[src/rtl/sd_pkg.sv]
// Shared helpers for the sigma-delta CIC decimator: width arithmetic and
// parameter-legality checks used at elaboration time.
package sd_pkg;

    function automatic int clog2(input int value);
        int result;
        int rest;
        result = 0;
        rest   = value - 1;
        while (rest > 0) begin
            result++;
            rest = rest >> 1;
        end
        return result;
    endfunction

    // Full-scale gain is R^ORDER, so ORDER*log2(R) bits of growth plus sign and headroom.
    function automatic int calc_cw(input int order, input int decimation);
        return order * clog2(decimation) + 2;
    endfunction

    function automatic bit is_pow2(input int value);
        return (value > 1) && ((value & (value - 1)) == 0);
    endfunction

    function automatic bit out_width_ok(input int order, input int decimation, input int out_width);
        return out_width <= order * clog2(decimation) + 1;
    endfunction

    function automatic bit params_ok(input int order, input int decimation);
        return (order >= 1) && (order <= 5) && is_pow2(decimation) && (decimation <= 256);
    endfunction

endpackage

[src/rtl/sd_cic_integrator.sv]
// One CIC integrator stage: an enabled, free-wrapping CW-bit accumulator.
module sd_cic_integrator
    import sd_pkg::*;
#(
    parameter int CW = 14
) (
    input  logic          clk,
    input  logic          rst,
    input  logic          en,
    input  logic [CW-1:0] din,
    output logic [CW-1:0] acc
);

    // NOTE: sequential state uses non-blocking assignment so every stage samples
    // the pre-edge value of its neighbour.
    always_ff @(posedge clk or negedge rst) begin
        if (!rst) begin
            acc <= '0;
        end else if (en) begin
            acc <= acc + din;
        end
    end

endmodule

[src/rtl/sigma_delta_cic_decimator.sv]
// Decimating CIC filter for a 1-bit sigma-delta stream with a single-entry
// valid/ready output register. Optional build macro: SD_CIC_ROUND_EN.
module sigma_delta_cic_decimator
    import sd_pkg::*;
#(
    parameter int ORDER      = 3,
    parameter int DECIMATION = 16,
    parameter int OUT_WIDTH  = 16
) (
    input  logic                        clk,
    input  logic                        rst,
    input  logic                        en,
    input  logic                        sdIn,
    output logic signed [OUT_WIDTH-1:0] outData,
    output logic                        outValid,
    input  logic                        outReady,
    output logic                        overrun
);

    localparam int CW  = calc_cw(ORDER, DECIMATION);
    localparam int PW  = clog2(DECIMATION);
    localparam int S   = CW - 1 - OUT_WIDTH;
    // A negative S left-aligns the comb result into a wider output word.
    localparam int SHR = (S > 0) ? S : 0;
    localparam int SHL = (S < 0) ? -S : 0;
    localparam int SW  = CW + SHL + 1;

    localparam logic signed [SW-1:0] SAT_MAX = {{(SW-OUT_WIDTH+1){1'b0}}, {(OUT_WIDTH-1){1'b1}}};
    localparam logic signed [SW-1:0] SAT_MIN = {{(SW-OUT_WIDTH+1){1'b1}}, {(OUT_WIDTH-1){1'b0}}};

    logic [CW-1:0] integ    [ORDER];
    logic [CW-1:0] stage_in [ORDER];

    for (genvar k = 0; k < ORDER; k++) begin : g_integ
        if (k == 0) begin : g_first
            assign stage_in[k] = sdIn ? CW'(1) : {CW{1'b1}};
        end else begin : g_next
            assign stage_in[k] = integ[k-1];
        end

        sd_cic_integrator #(
            .CW (CW)
        ) u_integ (
            .clk (clk),
            .rst (rst),
            .en  (en),
            .din (stage_in[k]),
            .acc (integ[k])
        );
    end

    logic [PW-1:0] phase;
    logic          decim;

    always_ff @(posedge clk or negedge rst) begin
        if (!rst) begin
            phase <= '0;
            decim <= 1'b0;
        end else begin
            decim <= en && (phase == PW'(DECIMATION - 1));
            if (en) begin
                phase <= phase + 1'b1;
            end
        end
    end

    logic [CW-1:0] comb_dly [ORDER];
    logic [CW-1:0] comb_in  [ORDER];
    logic [CW-1:0] comb_c;

    // NOTE: blocking assignments here are intentional: each difference feeds the
    // next stage within the same evaluation, and every output gets a value on
    // every pass so no latch is inferred.
    always_comb begin : comb_chain
        logic [CW-1:0] diff;
        diff = integ[ORDER-1];
        for (int k = 0; k < ORDER; k++) begin
            comb_in[k] = diff;
            diff       = diff - comb_dly[k];
        end
        comb_c = diff;
    end

    // NOTE: the comb delay line is a handful of flops, not a RAM, so it is reset
    // alongside the integrators to keep start-up transients deterministic.
    always_ff @(posedge clk or negedge rst) begin
        if (!rst) begin
            for (int k = 0; k < ORDER; k++) begin
                comb_dly[k] <= '0;
            end
        end else if (decim) begin
            for (int k = 0; k < ORDER; k++) begin
                comb_dly[k] <= comb_in[k];
            end
        end
    end

    logic signed [SW-1:0]        widened;
    logic signed [SW-1:0]        rounded;
    logic signed [SW-1:0]        scaled;
    logic signed [OUT_WIDTH-1:0] sat_data;

    assign widened = {{(SW-CW){comb_c[CW-1]}}, comb_c};

`ifdef SD_CIC_ROUND_EN
    // Half an output LSB; collapses to zero when no bits are shifted out.
    localparam logic signed [SW-1:0] ROUND_BIAS = signed'((SW'(1) << SHR) >> 1);
    assign rounded = widened + ROUND_BIAS;
`else
    assign rounded = widened;
`endif

    assign scaled = (rounded >>> SHR) <<< SHL;

    always_comb begin
        sat_data = scaled[OUT_WIDTH-1:0];
        if (scaled > SAT_MAX) begin
            sat_data = {1'b0, {(OUT_WIDTH-1){1'b1}}};
        end else if (scaled < SAT_MIN) begin
            sat_data = {1'b1, {(OUT_WIDTH-1){1'b0}}};
        end
    end

    always_ff @(posedge clk or negedge rst) begin
        if (!rst) begin
            outData  <= '0;
            outValid <= 1'b0;
            overrun  <= 1'b0;
        end else if (decim) begin
            if (!outValid || outReady) begin
                outData  <= sat_data;
                outValid <= 1'b1;
            end else begin
                overrun <= 1'b1;
            end
        end else if (outValid && outReady) begin
            outValid <= 1'b0;
        end
    end

endmodule

[config.mk]
export PLATFORM = sky130hd
export DESIGN_NAME = sigma_delta_cic_decimator
export DESIGN_NICKNAME = d
export VERILOG_FILES = /design/src/rtl/sd_pkg.sv /design/src/rtl/sd_cic_integrator.sv /design/src/rtl/sigma_delta_cic_decimator.sv
export SDC_FILE = /design/constraint.sdc
export NUM_CORES = 1
export LEC_CHECK = 0
export BUFFER_PORTS_ARGS = -buffer_cell sky130_fd_sc_hd__buf_2
export CAP_MARGIN = 20
export CORE_ASPECT_RATIO = 0.8
export CORE_UTILIZATION = 30
export CTS_BUF_LIST = sky130_fd_sc_hd__clkbuf_4 sky130_fd_sc_hd__clkbuf_8 sky130_fd_sc_hd__clkbuf_16
export DETAILED_ROUTE_END_ITERATION = 16
export PLACE_DENSITY = 0.42
export REMOVE_ABC_BUFFERS = 1
export SYNTH_ARGS = -nofsm -noshare
export SYNTH_HDL_FRONTEND = slang
export SYNTH_SLANG_ARGS = --single-unit
[constraint.sdc]
create_clock -name clk -period 6.9 [get_ports clk]
set_clock_uncertainty 0.05 [all_clocks]
set_input_delay 0 -clock clk [delete_from_list [all_inputs] [get_ports clk]]
set_output_delay 0 -clock clk [all_outputs]
set_load 0.05 [all_outputs]
Word-level counts from Yosys, hierarchy flattened
Index checks and enable logic that the tools add are counted. Widths: inputs -> output; s select.

Add/subtract/negate cells: 7. Magnitude comparators: 2. Eq/ne operators: 2. Mux-type cells: 6. Bitwise gates (word level): 1. Reductions and logical operators: 8.

Operator list (count): $add 14x14->14 (3); $sub 14x14->14 (3); $mux 16 (2); $gt 17x16->1 const B (1); $lt 17x16->1 const B (1); $mux 14 (1); $reduce_and 2->1 (3); $add 4x1->4 const B (1); $eq 4x4->1 const B (1); $mux 1 (3); $logic_and 1x1->1 (2); $ne 2x1->1 const B (1); $reduce_bool 2->1 (1); $logic_not 1->1 (1); $logic_or 1x1->1 (1); $not 1->1 (1).

Flip-flop bits (word level): 107. Input port bits: 5. Output and inout port bits: 18. Logic and storage cells: 37.

Logic depth before layout (Yosys ltp)
Gate-level depths: netlist (run 1).

Depth after elaboration: 6. Depth in mapped cells: 26.

Modules after synthesis
A second synthesis (run 1) with hierarchy kept.

Cell total of the unflattened synthesis: 818. Area, all modules: 7643.6 µm².

Modules (own cells, without submodules): sigma_delta_cic_decimator (times used 1, cells each 480, area each 4229.1 µm²); sd_cic_integrator at g_integ[2].u_integ (times used 1, cells each 114, area each 1147.4 µm²); sd_cic_integrator at g_integ[1].u_integ (times used 1, cells each 111, area each 1134.8 µm²); sd_cic_integrator at g_integ[0].u_integ (times used 1, cells each 113, area each 1132.3 µm²).

Worst setup path after synthesis (run 1)
Ideal clock, no wire load.

Path kind: register -> register. From: register g_integ[2].u_integ.acc[0]. To: register outData[14]. Library setup time: 0.092 ns. Data arrival time: 5.139 ns. Data required time: 6.758 ns. Path slack: 1.619 ns. Cell stages (with the launch flop): 26. Path buffers: 1. Clock period less this slack: 5.281 ns. Cell sequence: dfrtp_1 > inv_1 > ha_1 > fa_1 > nor2b_1 > o21ai_0 > nand2b_1 > a21o_1 > a21oi_1 > xnor2_1 > ha_1 > a2111oi_0 > a21oi_1 > a21o_1 > a21oi_1 > xnor2_1 > ha_1 > and3_1 > a21o_1 > a31o_2 > a21o_1 > a21oi_1 > xnor2_1 > clkbuf_1 > a31oi_1 > o31ai_2.

RTL lines: from (decl) (RTL line sd_cic_integrator.sv:11) `output logic [CW-1:0] acc`; from (signal assigned) (RTL line sd_cic_integrator.sv:20) `acc <= acc + din;`; to (signal assigned) (RTL line sigma_delta_cic_decimator.sv:131) `outData <= sat_data;`; to (decl) (RTL line sigma_delta_cic_decimator.sv:14) `output logic signed [OUT_WIDTH-1:0] outData,`.

==> results of run 1 <==
layout by cell type (no fill, tap or decap), types with 6 or more instances in the layout:
master     synthesis  final
inv_1             66     66
buf_2              0     21
nand3_1            7      7
fa_1               6      6
o21a_1            13     13
o21ai_0           69     69
nor3_1            11     11
clkbuf_16          0      9
a21oi_1           40     40
a21o_1            28     28
ha_1              78     78
a31oi_1           15     15
buf_4              3      6
mux2_2            36     36
nor2_1            30     30
o31ai_1            9      9
dfrtp_1          105    104
xor2_1            17     17
o31ai_2            9      9
nor2b_1           10     10
nand2_1           82     82
a21boi_0           6      6
xnor2_1           50     50
stage by stage:
stage | instances | hold WS, ps | instance area, sq um | worst slack (ps) | util
after global routing | 1102 | 172.2 | 8113 | 245.7 | 0.3431
after floorplan | 744 | -345.6 | 7208 | 1623 | -
after global placement | 1083 | -40.74 | 7750 | 1000 | 0.3277
after detailed placement | 1083 | -25.96 | 7750 | 779.5 | 0.3277
final | 1102 | 94.66 | 8113 | 746.2 | 0.3431
after CTS | 1102 | 126.7 | 8113 | 742.5 | 0.3431
repair_timing:
action                                 in CTS  in global routing
hold buffers                                3                  0
buffers inserted                            0                  0
endpoints found under the hold margin      38                  0
layout make-up:
cell class,instances,share of cell area
flip-flops and latches,105,0.3240
inverters,67,0.03100
multi-input cells,572,0.5336
repair buffers,30,0.02221
well taps,312,0.04812
clock buffers,11,0.03038
clock inverters,5,0.01064
per-layer routing:
layer / GRT usage / up-vias
met5: 0 / -
met3: 0.02251 / 13
met2: 0.1905 / 48
met1: 0.1937 / 2504
li1: - / 2730
met4: 0.03539 / 0
flip-flops by register name, indices dropped and copies added (netlist names):
name and flops:
comb_dly 42, g_integ.u_integ.acc 42, outData 14, phase 4, decim 1, outValid 1, overrun 1
cells by family (layout without fill, tap and decap cells):
| logic type | Yosys count | after routing | synth area share |
|---|---|---|---|
| AO/OA/AOI/OAI | 220 | 220 | 0.2008 |
| XOR/XNOR | 68 | 68 | 0.08328 |
| adder cells (fa/ha/maj) | 84 | 84 | 0.1498 |
| buffers and inverters | 89 | 113 | 0.04925 |
| flip-flops | 105 | 105 | 0.3591 |
| multiplexers | 40 | 40 | 0.06088 |
| AND/OR/NAND/NOR | 160 | 160 | 0.09696 |
path summary, 6_finish.rpt:
path	from	to	slack [ps]	cells past startpoint
setup / recovery	g_integ[2].u_integ.acc[0]	outData[11]	750	25
hold / removal	rst	outData[15]	90	2
setup reg to reg	g_integ[2].u_integ.acc[0]	outData[11]	750	25
hold reg to reg	outData[14]	outData[14]	430	2
max in group asynchronous	rst	decim	5310	3
min in group clk	en	g_integ[2].u_integ.acc[0]	250	4
==> out/results.tsv, run 1 <==
stage	metric	value	unit
logic_synthesis	synth_most_common_cell	dfrtp_1	
sta	finalMaxSlewViolations	0	
detailed_routing	met2WireLength	6.216	mm
clock_tree	cts_tree	yes	
die	dieArea	25020	sq um
worst_setup_path	crit_family	compound AO/OA/AOI/OAI gates	
clock_tree	cts.clk_slew.worst_paths	80	ps
die	die_x	176.6	um
clock_tree	clock_latency	350	ps
die	placement_rows	50	
logic_synthesis	ys_top_cells_by_area	dfrtp_1, ha_1, xnor2_1	
final_layout	seqCellArea	2629	sq um
sta	setup_viol	0	
worst_setup_path	critPathLaunchType	flop	
logic_synthesis	yosysTopAreaCellShare	0.3591	
clock_tree	cts_resized	0	
logic_synthesis	synth_top_cell_by_area	dfrtp_1	
final_layout	area_delta_synth_final	10.88	%
job	drv_cap	0	
detailed_routing	dr_total_vias	5295	
detailed_routing	viasPerCell	4.805	
final_layout	layout-drive-gt1-share	0.1228	
worst_setup_path	crit_path_max_fanout	14	
worst_setup_path	path_class	flop to flop	
worst_setup_path	cp-end-kind	flop	
logic_synthesis	avgSynthCellArea	9.552	sq um
clock_tree	htree_levels	3	
worst_setup_path	cpPeakStageDelay	690	ps
detailed_routing	ant_nets	0	
die	die_h	141.7	um
global_routing	grt_max_degree	72	
detailed_routing	routedWlPerCell	13.66	um
clock_tree	numCtsBuffers	9	
logic_synthesis	synth.distinct_cells	54	
logic_synthesis	synthCells	766	
logic_synthesis	async_flop_share	1.000	
status	status	finished clean	
sta	fin_crit_sh	0.8919	
worst_setup_path	cp_num_buf_inv	1	
logic_synthesis	synth-edff-count	0	
logic_synthesis	synth_warnings	0	
logic_synthesis	synth_flop_cell	dfrtp_1	
logic_synthesis	yosys_register_bits	105	
die	io_pins	23	
logic_synthesis	synth_common_cells	dfrtp_1, nand2_1, ha_1, o21ai_0, inv_1	
sta	rsz0062_at_grt	false	
global_routing	antenna_found_initial	0	
detailed_routing	drt_wl_total	15.05	mm
worst_setup_path	crit_top_cell	a21oi_1	
die	start_util	0.3094	
sta	max_slew_margin	0.3309	
worst_setup_path	cp.arrival	6300	ps
global_routing	grt_pass1_vias	5145	
place	portBuffers	22	
detailed_routing	drtIter0Drc	216	
detailed_routing	first_pass_iters	5	
sta	hold_viol	0	
global_routing	grt_usage	0.1300	
detailed_routing	wl_met3	343	um
final_layout	num-fill-cells	2383	
clock_tree	cts_num_sinks	105	
worst_setup_path	crit_slowest_cell	a2111oi_0	
global_routing	overflow	0	
detailed_routing	drc	0	
logic_synthesis	yosysSeqAreaShare	0.3591	
min_path	hold_path.class	input port to asynchronous set/reset pin	
detailed_routing	wl_met1	8.308	mm
logic_synthesis	syn-cell-area	7317	sq um
detailed_routing	highest_layer	met4	
final_layout	antennaDiodeCount	0	
global_routing	grt_pass1_wl	26.07	mm
sta	final.setup.tns	0	ps
sta	worst_pin_slew	1001	ps
worst_setup_path	critical_path_required	7050	ps
die	core	23650	sq um
final_layout	nets	874	
final_layout	multiInputGateArea	4329	sq um
clock_tree	cts_buffer_depth	2	
place	place_congestion	0.7631	
place	hpwl	10.91	mm
clock_tree	root_buffer	clkbuf_16	
sta	period_minus_slack	6154	ps
sta	fmax	0.1625	GHz
Power of run 1 is left out: the tool's default activity adds up to more than one toggle a clock period on the data nets, which glitch-free logic cannot reach.
==> run 2: changes to the inputs <==
- REMOVE_ABC_BUFFERS: 1 -> default
==> run 2 against run 1 <==
  * Count of clock-buffer cells in the layout unchanged
  * Sequential share of layout area is 0.11 points higher
  * Cell area is 0.34% lower
  * Routed wire length up 1.6%
  * Die area unchanged
  * Fmax is 2.6% higher
  * Critical path depth unchanged
  * Register-to-register slack improved by 150 ps
  * Final cell count barely moved
  * Global-route usage increased by 0.44 points
  * Critical endpoint unchanged
==> out/results.tsv, run 2 (synthesized netlist as in run 1, its figures left out) <==
stage	metric	value	unit	change
worst_setup_path	critical_path_required	7060	ps	about the same
worst_setup_path	path_class	flop to flop		
global_routing	grt_usage	0.1344		+0.004439
final_layout	antennaDiodeCount	0		unchanged
clock_tree	holdBufCountCts	2		-1
global_routing	overflow	0		unchanged
sta	max_slew_margin	0.3372		+0.006356
die	die_x	176.6	um	unchanged
worst_setup_path	crit_path_max_fanout	14		unchanged
place	place_congestion	0.7872		+3.2%
die	dieArea	25020	sq um	unchanged
final_layout	area_delta_synth_final	10.50	%	
detailed_routing	ant_nets	0		unchanged
sta	worst_pin_slew	991.8	ps	-9.510 ps
clock_tree	cts_tree	yes		
die	die_h	141.7	um	unchanged
worst_setup_path	cp-end-kind	flop		
clock_tree	postCtsSetupRepairBufs	0		unchanged
die	io_pins	23		unchanged
global_routing	grt_pass1_wl	26.72	mm	+2.5%
final_layout	nets	873		-0.11%
clock_tree	clock_latency	360	ps	about the same
detailed_routing	drt_wl_total	15.29	mm	+1.6%
sta	rsz0062_at_grt	false		
worst_setup_path	cp.arrival	6160	ps	-140 ps
sta	finalMaxSlewViolations	0		unchanged
clock_tree	htree_levels	3		unchanged
die	start_util	0.3094		unchanged
sta	setup_viol	0		unchanged
sta	fmax	0.1666	GHz	+2.6%
logic_synthesis	syn_nets	855		
detailed_routing	dr_total_vias	5276		-0.36%
clock_tree	cts_num_sinks	105		unchanged
clock_tree	cts_buffer_depth	2		unchanged
sta	period_minus_slack	6001	ps	-153.1 ps
detailed_routing	viasPerCell	4.792		-0.27%
global_routing	grt_max_degree	70		-2.8%
min_path	hold_path.class	input port to flop		
sta	fin_crit_sh	0.8697		-0.02219
place	hpwl	11.09	mm	+1.6%
place	portBuffers	22		unchanged
detailed_routing	first_pass_iters	4		-1
final_layout	largest_registers	comb_dly x42, g_integ.u_integ.acc x42, outData x14		
sta	final.setup.tns	0	ps	unchanged
sta	hold_viol	0		unchanged
clock_tree	cts_resized	0		unchanged
detailed_routing	drtIter0Drc	277		+28%
clock_tree	cts.clk_slew.worst_paths	80	ps	about the same
final_layout	final_common_cell	dfrtp_1		
die	placement_rows	50		unchanged
die	core	23650	sq um	unchanged
status	status	finished clean		
detailed_routing	routedWlPerCell	13.89	um	+1.7%
job	drv_cap	0		unchanged
global_routing	grt_pass1_vias	5209		+1.2%
final_layout	layout-drive-gt1-share	0.1229		+0.0001556
clock_tree	numCtsBuffers	9		unchanged
global_routing	antenna_found_initial	0		unchanged
final_layout	layout_common_cells	dfrtp_1, nand2_1, ha_1		
clock_tree	root_buffer	clkbuf_16		
detailed_routing	drc	0		unchanged
worst_setup_path	critPathLaunchType	flop		
## run 2: path summary, 6_finish.rpt
| path | endpoint | cells after the start | start | slack (ps) |
|---|---|---|---|---|
| max | outData[11] | 25 | g_integ[2].u_integ.acc[0] | 900 |
| min | outValid | 3 | outReady | 20 |
| max reg2reg | outData[11] | 25 | g_integ[2].u_integ.acc[0] | 900 |
| min reg2reg | outData[14] | 2 | outData[14] | 440 |
| max in group asynchronous | decim | 3 | rst | 5340 |
| min in group asynchronous | comb_dly[11] | 2 | rst | 160 |
## run 2: critical path: stages, from the launching register on
cell and delay [ps]:
dfrtp_1 370, inv_1 60, ha_1 210, fa_1 420
nor2b_1 120, o21ai_0 90, nand2b_1 150, a21o_1 140
a21oi_1 70, xnor2_1 200, ha_1 300, a2111oi_0 590
a21oi_1 220, a21o_1 220, a21oi_1 160, xnor2_1 160
ha_1 300, and3_1 230, and3_1 180, a21oi_1 110
o31ai_1 100, o22ai_1 180, xor2_1 270, nand3_2 310
a21oi_4 510, o31ai_1 130
## run 2: layout make-up
cell class / count / area (sq um)
clock inverter: 5 / 62.56
fill: 2434 / 15560
clock buffer: 11 / 252.7
timing repair buffer: 29 / 170.2
tap: 312 / 390.4
multi-input combinational: 572 / 4329
sequential: 105 / 2629
inverter: 67 / 251.5
## run 2: metrics by stage
step	instances	util	instance area [sq um]	setup WS (ps)	hold WS (ps)
after floorplan	766	-	7317	1619	-345.6
after global placement	1082	0.3274	7742	1013	20.86
after detailed placement	1083	0.3277	7750	954.0	27.61
after CTS	1101	0.3419	8085	918.6	0.5620
after global routing	1101	0.3419	8085	316.8	57.91
final	1101	0.3419	8085	899.2	23.30
## run 2: per-layer routing
metal / up-vias / routed length [um] / track usage
met5: - / 0 / 0
met4: 0 / 181 / 0.03902
met3: 12 / 358 / 0.02814
met2: 34 / 6271 / 0.1936
met1: 2508 / 8478 / 0.1992
li1: 2722 / - / -
Power of run 2 is left out for the same reason.
